--- config.mk ---
export PLATFORM = sky130hd
export DESIGN_NAME = ata_pio_ctl
export DESIGN_NICKNAME = d
export VERILOG_FILES = /design/src/rtl/ata_pkg.sv /design/src/rtl/ata_pio_timer.sv /design/src/rtl/ata_pio_ctl.sv
export SDC_FILE = /design/constraint.sdc
export NUM_CORES = 1
export LEC_CHECK = 0
export BUFFER_PORTS_ARGS = -buffer_cell sky130_fd_sc_hd__clkbuf_2
export CORE_MARGIN = 2
export CORE_UTILIZATION = 49
export DETAILED_ROUTE_END_ITERATION = 16
export PLACE_DENSITY = 0.78
export SETUP_SLACK_MARGIN = 0.2
export SYNTH_ARGS = -nofsm -noshare
export SYNTH_HDL_FRONTEND = slang
export SYNTH_SLANG_ARGS = --single-unit
--- constraint.sdc ---
create_clock -name CLK -period 2 [get_ports CLK]
set_input_delay 0.3 -clock CLK [delete_from_list [all_inputs] [get_ports CLK]]
set_output_delay 0.3 -clock CLK [all_outputs]
set_load 0.02 [all_outputs]
--- src/rtl/ata_pkg.sv ---
// rtl/ata_pkg.sv - shared types and board constants for the ATA PIO controller
package ata_pkg;

    typedef enum logic [2:0] {
        ST_IDLE,
        ST_SETUP,
        ST_ACTIVE,
        ST_WAITRDY,
        ST_ACK,
        ST_RECOVER
    } ata_state_e;

    typedef enum logic [1:0] {
        CLK_7MHZ,
        CLK_25MHZ,
        CLK_50MHZ
    } board_clk_e;

    typedef struct packed {
        logic [7:0] setup_cyc;
        logic [7:0] active_cyc;
        logic [7:0] recovery_cyc;
    } pio_timing_t;

    localparam logic [23:0] AMIGA_IDE_BASE   = 24'hDA0000;
    localparam logic [23:0] AMIGA_IDE_MASK   = 24'hFF8000;
    localparam int          AMIGA_IDE_CS_BIT = 12;

    localparam logic [23:0] ATARI_IDE_BASE   = 24'hF00000;
    localparam logic [23:0] ATARI_IDE_MASK   = 24'hFFFFC0;
    localparam int          ATARI_IDE_CS_BIT = 5;

    // Cycle counts are ceil(t * f_clk) of the 16-bit PIO t1/t2/max(t2i, t0-t1-t2)
    function automatic pio_timing_t pio_mode_timing(input board_clk_e clk_sel,
                                                    input logic [2:0] mode);
        logic [7:0] s;
        logic [7:0] a;
        logic [7:0] r;
        s = 8'd1;
        a = 8'd2;
        r = 8'd3;
        case (clk_sel)
            CLK_7MHZ: begin
                case (mode)
                    3'd1:    begin s = 8'd1; a = 8'd1; r = 8'd2; end
                    3'd2:    begin s = 8'd1; a = 8'd1; r = 8'd1; end
                    3'd3:    begin s = 8'd1; a = 8'd1; r = 8'd1; end
                    3'd4:    begin s = 8'd1; a = 8'd1; r = 8'd1; end
                    default: begin s = 8'd1; a = 8'd2; r = 8'd3; end
                endcase
            end
            CLK_25MHZ: begin
                case (mode)
                    3'd1:    begin s = 8'd2; a = 8'd4; r = 8'd6;  end
                    3'd2:    begin s = 8'd1; a = 8'd3; r = 8'd3;  end
                    3'd3:    begin s = 8'd1; a = 8'd2; r = 8'd2;  end
                    3'd4:    begin s = 8'd1; a = 8'd2; r = 8'd1;  end
                    default: begin s = 8'd2; a = 8'd5; r = 8'd10; end
                endcase
            end
            default: begin
                case (mode)
                    3'd1:    begin s = 8'd3; a = 8'd7; r = 8'd11; end
                    3'd2:    begin s = 8'd2; a = 8'd5; r = 8'd6;  end
                    3'd3:    begin s = 8'd2; a = 8'd4; r = 8'd4;  end
                    3'd4:    begin s = 8'd2; a = 8'd4; r = 8'd2;  end
                    default: begin s = 8'd4; a = 8'd9; r = 8'd19; end
                endcase
            end
        endcase
        return '{setup_cyc: s, active_cyc: a, recovery_cyc: r};
    endfunction

endpackage

--- src/rtl/ata_pio_timer.sv ---
// rtl/ata_pio_timer.sv - loadable down-counter shared by setup/active/recovery phases
module ata_pio_timer #(
    parameter int CNT_W = 8
) (
    input  logic             clk_i,
    input  logic             reset_i,
    input  logic             load_i,
    input  logic [CNT_W-1:0] load_val_i,
    input  logic             dec_i,
    output logic             zero_o
);

    logic [CNT_W-1:0] cnt_q;
    logic [CNT_W-1:0] cnt_d;

    always_comb begin
        cnt_d = cnt_q;
        if (load_i) begin
            cnt_d = load_val_i;
        end else if (dec_i && (cnt_q != '0)) begin
            cnt_d = cnt_q - 1'b1;
        end
    end

    always_ff @(posedge clk_i) begin
        if (reset_i) begin
            cnt_q <= '0;
        end else begin
            cnt_q <= cnt_d;
        end
    end

    assign zero_o = (cnt_q == '0);

endmodule

--- src/rtl/ata_pio_ctl.sv ---
// rtl/ata_pio_ctl.sv - IDE window decode and ATA PIO cycle engine; ATA_IORDY_TIMEOUT_EN builds the IORDY watchdog
module ata_pio_ctl
    import ata_pkg::*;
#(
    parameter int                ADDR_W       = 24,
    parameter logic [ADDR_W-1:0] BASE         = ADDR_W'(AMIGA_IDE_BASE),
    parameter logic [ADDR_W-1:0] BASE_MASK    = ADDR_W'(AMIGA_IDE_MASK),
    parameter int                CS_BIT       = AMIGA_IDE_CS_BIT,
    parameter int                CNT_W        = 8,
    parameter int                SETUP_CYC    = 1,
    parameter int                ACTIVE_CYC   = 4,
    parameter int                RECOVERY_CYC = 2,
    parameter int                TIMEOUT_CYC  = 200
) (
    input  logic              CLK,
    input  logic              RESET,
    input  logic              AS,
    input  logic              RW,
    input  logic [ADDR_W-1:0] A,
    input  logic              WAIT,
    output logic [1:0]        IDECS,
    output logic              IOR,
    output logic              IOW,
    output logic              DTACK,
    output logic              ACCESS,
    output logic              BUSY,
    output logic              TIMEOUT_ERR
);

    localparam logic [CNT_W-1:0] SETUP_LOAD    = CNT_W'(SETUP_CYC - 1);
    localparam logic [CNT_W-1:0] ACTIVE_LOAD   = CNT_W'(ACTIVE_CYC - 1);
    localparam logic [CNT_W-1:0] RECOVERY_LOAD = CNT_W'(RECOVERY_CYC - 1);

    ata_state_e       state_q, state_d;
    logic             rw_q, rw_d;
    logic [1:0]       idecs_q, idecs_d;
    logic             ior_q, ior_d;
    logic             iow_q, iow_d;
    logic             dtack_q, dtack_d;
    logic             busy_q;
    logic             addr_match;
    logic             hit;
    logic             to_expired;
    logic             tmr_load;
    logic             tmr_dec;
    logic [CNT_W-1:0] tmr_val;
    logic             tmr_zero;

    assign addr_match = ((A & BASE_MASK) == (BASE & BASE_MASK));
    assign hit        = !AS && addr_match;
    assign ACCESS     = !addr_match;

    ata_pio_timer #(.CNT_W(CNT_W)) u_timer (
        .clk_i      (CLK),
        .reset_i    (RESET),
        .load_i     (tmr_load),
        .load_val_i (tmr_val),
        .dec_i      (tmr_dec),
        .zero_o     (tmr_zero)
    );

    always_comb begin
        state_d  = state_q;
        rw_d     = rw_q;
        idecs_d  = idecs_q;
        ior_d    = ior_q;
        iow_d    = iow_q;
        dtack_d  = dtack_q;
        tmr_load = 1'b0;
        tmr_dec  = 1'b0;
        tmr_val  = '0;
        case (state_q)
            ST_IDLE: begin
                if (hit) begin
                    state_d  = ST_SETUP;
                    rw_d     = RW;
                    idecs_d  = A[CS_BIT] ? 2'b01 : 2'b10;
                    tmr_load = 1'b1;
                    tmr_val  = SETUP_LOAD;
                end
            end
            ST_SETUP, ST_ACTIVE, ST_WAITRDY: begin
                if (AS) begin
                    // CPU gave up on the cycle: drop everything, still honour recovery
                    state_d  = ST_RECOVER;
                    idecs_d  = 2'b11;
                    ior_d    = 1'b1;
                    iow_d    = 1'b1;
                    dtack_d  = 1'b1;
                    tmr_load = 1'b1;
                    tmr_val  = RECOVERY_LOAD;
                end else if (state_q == ST_SETUP) begin
                    if (tmr_zero) begin
                        state_d  = ST_ACTIVE;
                        ior_d    = !rw_q;
                        iow_d    = rw_q;
                        tmr_load = 1'b1;
                        tmr_val  = ACTIVE_LOAD;
                    end else begin
                        tmr_dec = 1'b1;
                    end
                end else if ((state_q == ST_ACTIVE) && !tmr_zero) begin
                    tmr_dec = 1'b1;
                end else if (WAIT || ((state_q == ST_WAITRDY) && to_expired)) begin
                    // Write strobe rises with DTACK so data is still held at IOW rising edge
                    state_d = ST_ACK;
                    dtack_d = 1'b0;
                    iow_d   = 1'b1;
                end else begin
                    state_d = ST_WAITRDY;
                end
            end
            ST_ACK: begin
                if (AS) begin
                    state_d  = ST_RECOVER;
                    idecs_d  = 2'b11;
                    ior_d    = 1'b1;
                    iow_d    = 1'b1;
                    dtack_d  = 1'b1;
                    tmr_load = 1'b1;
                    tmr_val  = RECOVERY_LOAD;
                end
            end
            ST_RECOVER: begin
                if (tmr_zero) begin
                    state_d = ST_IDLE;
                end else begin
                    tmr_dec = 1'b1;
                end
            end
            default: begin
                state_d = ST_IDLE;
                idecs_d = 2'b11;
                ior_d   = 1'b1;
                iow_d   = 1'b1;
                dtack_d = 1'b1;
            end
        endcase
    end

    always_ff @(posedge CLK) begin
        if (RESET) begin
            state_q <= ST_IDLE;
            rw_q    <= 1'b1;
            idecs_q <= 2'b11;
            ior_q   <= 1'b1;
            iow_q   <= 1'b1;
            dtack_q <= 1'b1;
            busy_q  <= 1'b0;
        end else begin
            state_q <= state_d;
            rw_q    <= rw_d;
            idecs_q <= idecs_d;
            ior_q   <= ior_d;
            iow_q   <= iow_d;
            dtack_q <= dtack_d;
            busy_q  <= (state_d != ST_IDLE);
        end
    end

`ifdef ATA_IORDY_TIMEOUT_EN
    localparam logic [CNT_W-1:0] TO_LAST = CNT_W'(TIMEOUT_CYC - 1);

    logic [CNT_W-1:0] tcnt_q, tcnt_d;
    logic             terr_q, terr_d;

    // Counter idles at zero so it starts clean on every WAITRDY entry
    assign tcnt_d     = (state_q == ST_WAITRDY) ? tcnt_q + 1'b1 : '0;
    assign to_expired = (tcnt_q == TO_LAST);
    assign terr_d     = (state_q == ST_WAITRDY) && !AS && !WAIT && to_expired;

    always_ff @(posedge CLK) begin
        if (RESET) begin
            tcnt_q <= '0;
            terr_q <= 1'b0;
        end else begin
            tcnt_q <= tcnt_d;
            terr_q <= terr_d;
        end
    end

    assign TIMEOUT_ERR = terr_q;
`else
    assign to_expired  = 1'b0;
    assign TIMEOUT_ERR = 1'b0;
`endif

    assign IDECS = idecs_q;
    assign IOR   = ior_q;
    assign IOW   = iow_q;
    assign DTACK = dtack_q;
    assign BUSY  = busy_q;

endmodule

==> results_dict.tcl, run 1 <==
set metrics [dict create \
    status "complete, no violations" \
    vdd_ir_drop_max_mv 0.746 \
    synth.area.top_cells "dfxtp_1 (32%), nor2_1 (5.6%), xnor2_1 (5.4%)" \
    min_period_ps 1770 \
    yosysWarnings 0 \
    insertion_delay_ps 310 \
    die_w_um 52.2 \
    criticalPathCategory "reg -> reg" \
    cts_buffer_depth 2 \
    die_h_um 52.2 \
    yosys_most_used_dff "dfxtp_1" \
    async_flop_share_pct 0 \
    highest-signal-layer "met4" \
    grt_pass1_vias 982 \
    r2r_slack_ps 230 \
    synth-edff-count 0 \
    drt-initial-drc-count 46 \
    setup_viol 0 \
    area_growth_syn_to_layout_pct 18.4 \
    netlist_area_um2 1140 \
    power_density_nw_per_um2 1370 \
    dp_hpwl_um 1910 \
    cts_buffers 3 \
    initial_core_util_pct 51.4 \
    finClkSkew_ps 5.37 \
    syn_inst 135 \
    yosys.area.top_type "dfxtp_1" \
    die_area_um2 2720 \
    io_buffers 21 \
    avgSynthCellArea_um2 8.42 \
    route.met2.wl_um 1320 \
    num_vias 1088 \
    overflow 0 \
    cts_tree "built" \
    nets 192 \
    cts_root_buf "clkbuf_4" \
    drt-vias-per-instance 5.79 \
    p_total_uw 1850 \
    io_pins 37 \
    wl_met1_um 1110 \
    hold_class "in -> reg" \
    required_ps 2210 \
    drcViolationCount 0 \
    layout_common_cells "clkbuf_2 (21), nor2_1 (17), dfxtp_1 (15)" \
    final_common_cell "clkbuf_2" \
    worstPathArrival_ps 1980 \
    hold_violations 0 \
    worstPathMaxFanout 6 \
    ys_seq_area_share_pct 31.7 \
    grt_pass1_wl_um 4240 \
    drive_gt1_share_pct 29.4 \
    period_share_pct 88.6 \
    grt_antenna_before_repair 0 \
    ant_nets 0 \
    clk_pin_slew_ps 110 \
    post_drt_wl_per_cell_um 13.9 \
    report.final.slew_viol_count 0 \
    core_um2 2210 \
    postLayoutCoreUtil_pct 60.8 \
    met3_length_um 159 \
    n_antenna_cell 0 \
    p_leak_uw 0.000570 \
    synth_top_area_share_pct 31.7 \
    routabilityCongestion 0.834 \
    tns_ps 0 \
    clock_sink_count 18 \
    maxCapViolCount 0 \
    fmax_mhz 564 \
    ctsHoldBuffers 0 \
    yosys.cell_types.count 49 \
    grt_max_degree 15 \
    synth_nets 166 \
    cp-start-kind "flip-flop" \
    end_kind "flip-flop" \
    grt_usage_pct 20.6 \
    drtPass1Iterations 4 \
    yosys_register_bits 18 \
    rsz0062_at_grt "no" \
    rows 17 \
    h-tree-depth 1 \
    drt-total-wl_um 2610 \
]
-- Yosys cell counts, types with 3 or more instances --
| cell | count |
|---|---|
| inv_1 | 5 |
| a21oi_1 | 4 |
| or3_1 | 3 |
| xnor2_1 | 7 |
| dfxtp_1 | 18 |
| clkbuf_1 | 5 |
| nor2_1 | 17 |
| nand2b_1 | 4 |
| nand2_1 | 7 |
| o21ai_0 | 7 |
| nor3_1 | 8 |
| nand3_1 | 3 |
-- path summary, 6_finish.rpt --
check,startpoint,endpoint,cells after the start
setup / recovery,u_timer.cnt_q[3],BUSY,5
hold / removal,RW,rw_q,3
setup reg to reg,u_timer.cnt_q[3],BUSY,5
hold reg to reg,rw_q,rw_q,2
-- kinds of logic (layout without fill, tap and decap cells) --
group / count (synthesis) / count (layout) / synth area share (%)
adder cells (fa/ha/maj): 2 / 2 / 2.20
other: 1 / 1 / 0.330
XOR/XNOR: 8 / 8 / 6.17
AO/OA/AOI/OAI: 29 / 29 / 19.3
flip-flops: 18 / 18 / 31.7
buffers and inverters: 14 / 39 / 5.84
multiplexers: 2 / 2 / 2.20
AND/OR/NAND/NOR: 61 / 61 / 32.3
-- worst max-delay path, cell delays in order (launching register included) --
cell and delay [ps]:
dfxtp_1 380, nor4_4 350, nand3_2 180, o211a_1 240, a22o_1 250, a211o_1 270
-- metal layers --
layer,vias to the layer above,GRT usage (%)
met5,-,0
met4,0,7.26
met3,3,3.16
met2,40,36.9
met1,516,24.8
li1,529,-
-- sequential cells by signal, indices dropped and copies added (netlist names) --
name           flops
BUSY               1
DTACK              1
IDECS              2
IOR                1
IOW                1
rw_q               1
state_q            3
u_timer.cnt_q      8
-- area by class of cell --
cell class	instances	area [um^2]
multi-input combinational	103	718
clock buffer	4	36.3
fill	194	867
sequential	18	364
tap	28	35.0
inverter	5	18.8
timing repair buffer	30	173
-- per-stage QoR --
stage | hold WS (ps) | area [um^2] | worst slack (ps) | cells
finish | 190 | 1350 | 228 | 188
global route | 216 | 1350 | 189 | 188
CTS | 189 | 1320 | 217 | 186
detailed placement | 470 | 1280 | 230 | 182
global placement | 459 | 1280 | 249 | 182
floorplan | 418 | 1140 | 400 | 135
-- power breakdown --
group	switching [uW]	internal, uW	total, uW
clock network	126	111	238
registers	74.0	435	509
logic	579	520	1100
-- what timing repair did --
item / CTS / global route
endpoints found under the hold margin: 0 / 0
setup endpoints to repair: 0 / 4
resized for setup: 0 / 4
buffers inserted: 0 / 2
(Power assumes the default switching activity.)
==> inputs of run 2 (changes only) <==
CORE_UTILIZATION = 52   (was 49)
CTS_BUF_LIST = sky130_fd_sc_hd__clkbuf_8   (was not set)
PLACE_DENSITY = 0.82   (was 0.78)
==> run 2 against run 1 <==
  * First-iteration DRC count is 2.2% higher
  * Clock-buffer cell count unchanged
  * Global-route usage rose by 0.40 points
  * Via count decreased by 3.3%
  * Combinational power decreased by 5%
==> results_dict.tcl, run 2 (synthesis results as in run 1) <==
set metrics [dict create \
    min_period_ps 1760 \
    cp_cell_sequence "nor4_4, nand3_2, o211a_1, a22o_1, a211o_1" \
    status "complete, no violations" \
    core_um2 2000 \
    nets 191 \
    ctsHoldBuffers 0 \
    io_buffers 21 \
    power_density_nw_per_um2 1380 \
    cts_buffer_depth 2 \
    final_common_cell "clkbuf_2" \
    hold_violations 0 \
    p_sw_uw 759 \
    rr_startpoint "u_timer.cnt_q[6]" \
    initial_core_util_pct 56.8 \
    layout_common_cells "clkbuf_2 (21), nor2_1 (17), dfxtp_1 (13)" \
    io_pins 37 \
    ant_nets 0 \
    maxCapViolCount 0 \
    die_area_um2 2570 \
    regArea_um2 367 \
    grt_pass1_vias 1026 \
    criticalPathCategory "reg -> reg" \
    cp-start-kind "flip-flop" \
    fin_ws_ps 239 \
    multi_input_area_um2 718 \
    top_register "u_timer.cnt_q" \
    r2r_cells 5 \
    grt_max_degree 16 \
    rows 16 \
    period_share_pct 88.0 \
    post_drt_wl_per_cell_um 13.0 \
    rr_endpoint "BUSY" \
    met3_length_um 162 \
    drt-vias-per-instance 5.66 \
    report.final.slew_viol_count 0 \
    drcViolationCount 0 \
    overflow 0 \
    route.met2.wl_um 1100 \
    insertion_delay_ps 250 \
    stdcell_count 186 \
    hold_ws_ps 255 \
    vdd_ir_drop_max_mv 0.684 \
    grt_antenna_before_repair 0 \
    hold_end "rw_q" \
    fmax_mhz 568 \
    clk_pin_slew_ps 70 \
    clock_sink_count 18 \
    tns_ps 0 \
    critical_path_buf_inv_count 0 \
    area_growth_syn_to_layout_pct 19.5 \
    die_w_um 50.7 \
    min_from "RW" \
    slowest_stage "dfxtp_2" \
    num_vias 1052 \
    die_h_um 50.7 \
    p_leak_uw 0.000574 \
    num-fill-cells 154 \
    grt_usage_pct 21.0 \
    dp_hpwl_um 1730 \
    cpLargestDelayFamily "compound AO/OA/AOI/OAI gates" \
    p_sw_share_pct 40.4 \
    required_ps 2150 \
    n_antenna_cell 0 \
    drive_gt1_share_pct 30.2 \
    worstPathMaxFanout 6 \
    h-tree-depth 1 \
    routabilityCongestion 0.844 \
    cts_tree "built" \
    p_clk_share_pct 16.0 \
    drt-total-wl_um 2420 \
    drtPass1Iterations 4 \
    finClkSkew_ps 1.22 \
    highest-signal-layer "met4" \
    power.internal_uw 1120 \
    hold_depth 3 \
    worstPathArrival_ps 1910 \
    setup_viol 0 \
    power_frac_seq_pct 27.9 \
    dpl.cell_count 179 \
    r2r_slack_ps 240 \
    grt_pass1_wl_um 4220 \
    cts_buffers 3 \
    rsz0062_at_grt "no" \
    cts_root_buf "clkbuf_8" \
    drt-initial-drc-count 47 \
    pre_cts_ws_ps 192 \
    comb_power_share_pct 56.1 \
    largest_reg_flops 8 \
    hold_class "in -> reg" \
    end_kind "flip-flop" \
    max_stage_delay_ps 340 \
    wl_met1_um 1140 \
]
==> run 2: final cells by class <==
type / instances / area share, %
well taps: 27 / 2.49
flip-flops and latches: 18 / 27.0
inverters: 5 / 1.38
clock buffers: 4 / 4.06
repair buffers: 29 / 12.2
multi-input cells: 103 / 52.9
==> run 2: worst register-to-register path: cells and delay by family, from the launching register on <==
| kind | cells | cell delay (ps) |
|---|---|---|
| compound gates | 3 | 770 |
| simple gates | 2 | 530 |
| flops | 1 | 340 |
==> run 2: layer usage <==
layer	up-vias	GRT usage [%]
li1	527	-
met2	42	33.6
met1	479	27.9
met4	0	10.8
met3	4	2.38
met5	-	0
==> run 2: through the flow <==
| step | utilization [%] | cell area (um^2) | total power [uW] |
|---|---|---|---|
| 2_1_floorplan | - | 1140 | 1270 |
| 6_report | 67.8 | 1360 | 1880 |
| 3_5_place_dp | 63.2 | 1260 | 1430 |
| 5_1_grt | 67.8 | 1360 | 2020 |
| 3_3_place_gp | 63.2 | 1260 | 1410 |
| 4_1_cts | 66.8 | 1340 | 1810 |
==> run 2: power by group through the flow <==
stage / Combinational [uW] / Sequential, uW / Clock (uW)
2_1_floorplan: 764 / 506 / 0
3_3_place_gp: 888 / 519 / 0
3_5_place_dp: 909 / 523 / 0
4_1_cts: 986 / 517 / 304
5_1_grt: 1150 / 538 / 325
6_report: 1050 / 525 / 300
==> run 2: how the worst max path moves through the flow <==
stage                           startpoint    to  cells past startpoint
after floorplan           u_timer.cnt_q[3]   IOR                      4
after global placement          state_q[0]  BUSY                      5
after detailed placement        state_q[0]  BUSY                      5
after CTS                       state_q[1]  BUSY                      5
after global routing      u_timer.cnt_q[6]  BUSY                      5
final                     u_timer.cnt_q[6]  BUSY                      5
==> run 2: repair_timing <==
item                       4_1_cts  5_1_grt
setup endpoints to repair        1        4
gates resized for setup          1        5
hold endpoints to repair         0        0
pin swaps                        1        4
setup buffers                    2        1
==> inputs of run 3 (changes only) <==
CORE_UTILIZATION = 47   (was 52)
PLACE_DENSITY = 0.78   (was 0.82)
SKIP_LAST_GASP = 1   (was not set)
clock period = 1.4 ns   (was 2 ns; I/O delays follow)
==> run 3 against run 2 <==
  * Combinational power increased by 90%
  * Clock-buffer cell count unchanged
  * Sequential share of layout area decreased by 4.7 points
  * The flow now finishes with violations (setup timing)
  * Global-route usage increased by 4.5 points
  * Die area increased by 9.8%
  * Non-clock buffer count increased by 24
  * Clock power increased by 41%
  * Via count increased by 11%
  * Hold slack got worse by 76 ps
  * First-iteration DRC count decreased by 30%
==> results_dict.tcl, run 3 (synthesis results as in run 1) <==
set metrics [dict create \
    clock_sink_count 18 \
    h-tree-depth 1 \
    rr_endpoint "BUSY" \
    required_ps 1550 \
    fmax_mhz 617 \
    drive_gt1_share_pct 48.6 \
    dpl.cell_count 202 \
    grt_pass1_wl_um 5150 \
    dp_hpwl_um 2190 \
    worstPathArrival_ps 1770 \
    min_period_ps 1620 \
    rr_startpoint "u_timer.cnt_q[5]" \
    cts_buffers 3 \
    io_pins 37 \
    nets 215 \
    rsz0062_at_grt "yes" \
    area_growth_syn_to_layout_pct 44.9 \
    grt_antenna_before_repair 0 \
    num_vias 1167 \
    ctsHoldBuffers 0 \
    report.final.slew_viol_count 0 \
    grt_pass1_vias 1207 \
    rows 17 \
    die_h_um 53.2 \
    cpLargestDelayFamily "compound AO/OA/AOI/OAI gates" \
    p_leak_uw 0.000714 \
    post_drt_wl_per_cell_um 14.8 \
    r2r_cells 5 \
    slowest_stage "dfxtp_2" \
    finClkSkew_ps 3.30 \
    setup_viol 16 \
    cp_cell_sequence "nor4_4, nand3_2, o211a_1, a22o_1, a211o_1" \
    maxCapViolCount 0 \
    hold_depth 3 \
    drcViolationCount 0 \
    drt-vias-per-instance 5.53 \
    min_from "RW" \
    io_buffers 21 \
    n_antenna_cell 0 \
    worstPathMaxFanout 5 \
    die_area_um2 2830 \
    top_register "u_timer.cnt_q" \
    r2r_slack_ps -220 \
    drtPass1Iterations 4 \
    layout_common_cells "buf_4 (30), clkbuf_2 (21), nor2_1 (17)" \
    core_um2 2250 \
    final_common_cell "buf_4" \
    ant_nets 0 \
    power_density_nw_per_um2 1910 \
    stdcell_count 211 \
    hold_class "in -> reg" \
    grt_usage_pct 25.5 \
    drt-total-wl_um 3120 \
    status "complete, but fails checks" \
    p_total_uw 3140 \
    grt_max_degree 14 \
    failed_checks "setup timing" \
    drt-initial-drc-count 33 \
    hold_end "rw_q" \
    overflow 0 \
    max_stage_delay_ps 330 \
    end_kind "flip-flop" \
    insertion_delay_ps 250 \
    hold_violations 0 \
    largest_reg_flops 8 \
    cts_buffer_depth 2 \
    vdd_ir_drop_max_mv 1.27 \
    period_share_pct 116 \
    hold_ws_ps 179 \
    die_w_um 53.2 \
    critical_path_buf_inv_count 0 \
    clk_pin_slew_ps 70 \
    criticalPathCategory "reg -> reg" \
    cts_tree "built" \
    tns_ps -1970 \
    cp-start-kind "flip-flop" \
    initial_core_util_pct 50.4 \
    routabilityCongestion 0.948 \
    fin_ws_ps -221 \
    cts_root_buf "clkbuf_8" \
]
==> run 3: report_power, final <==
group / leakage (uW) / internal (uW) / switching [uW]
registers: 0.000149 / 628 / 103
logic: 0.000536 / 988 / 997
clock network: 0.0000288 / 250 / 174
==> run 3: final cells by class <==
type,count,area (um^2)
clock buffer,4,55.1
fill,158,608
inverter,5,23.8
multi-input combinational,103,812
sequential,18,368
tap,28,35.0
timing repair buffer,53,353
==> run 3: metrics by stage <==
stage	instance area [um^2]	setup slack (ps)	util (%)
final	1650	-221	73.0
after global routing	1650	-292	73.0
after CTS	1620	-235	71.6
after detailed placement	1450	-267	64.5
after global placement	1450	-199	64.5
after floorplan	1170	-149	-
==> run 3: worst max-delay path by stage <==
stage	start	end	slack [ps]	depth (start not counted)
finish	u_timer.cnt_q[5]	BUSY	-220	5
global route	u_timer.cnt_q[0]	u_timer.cnt_q[7]	-290	7
CTS	u_timer.cnt_q[5]	BUSY	-230	5
detailed placement	state_q[0]	u_timer.cnt_q[3]	-270	6
global placement	u_timer.cnt_q[6]	BUSY	-200	5
floorplan	state_q[2]	u_timer.cnt_q[1]	-150	6
==> run 3: per-layer routing <==
metal / GRT usage [%] / vias up / share of wire (%)
met5: 0 / - / 0
met4: 13.7 / 0 / 1.7
met3: 3.67 / 4 / 5.4
met2: 47.1 / 39 / 53
met1: 27.7 / 546 / 40
li1: - / 578 / -
==> run 3: worst reg2reg max path, delay by kind of cell, from the launching register on <==
kind | cells | cell delay, ps
and+or+nand+nor | 2 | 490
AOI/OAI and AO/OA | 3 | 690
DFF | 1 | 330
==> run 3: timing repair <==
action | in CTS | in global routing
gates resized for setup | 19 | 5
pin swaps | 9 | 3
setup endpoints to repair | 18 | 18
setup buffers | 4 | 1
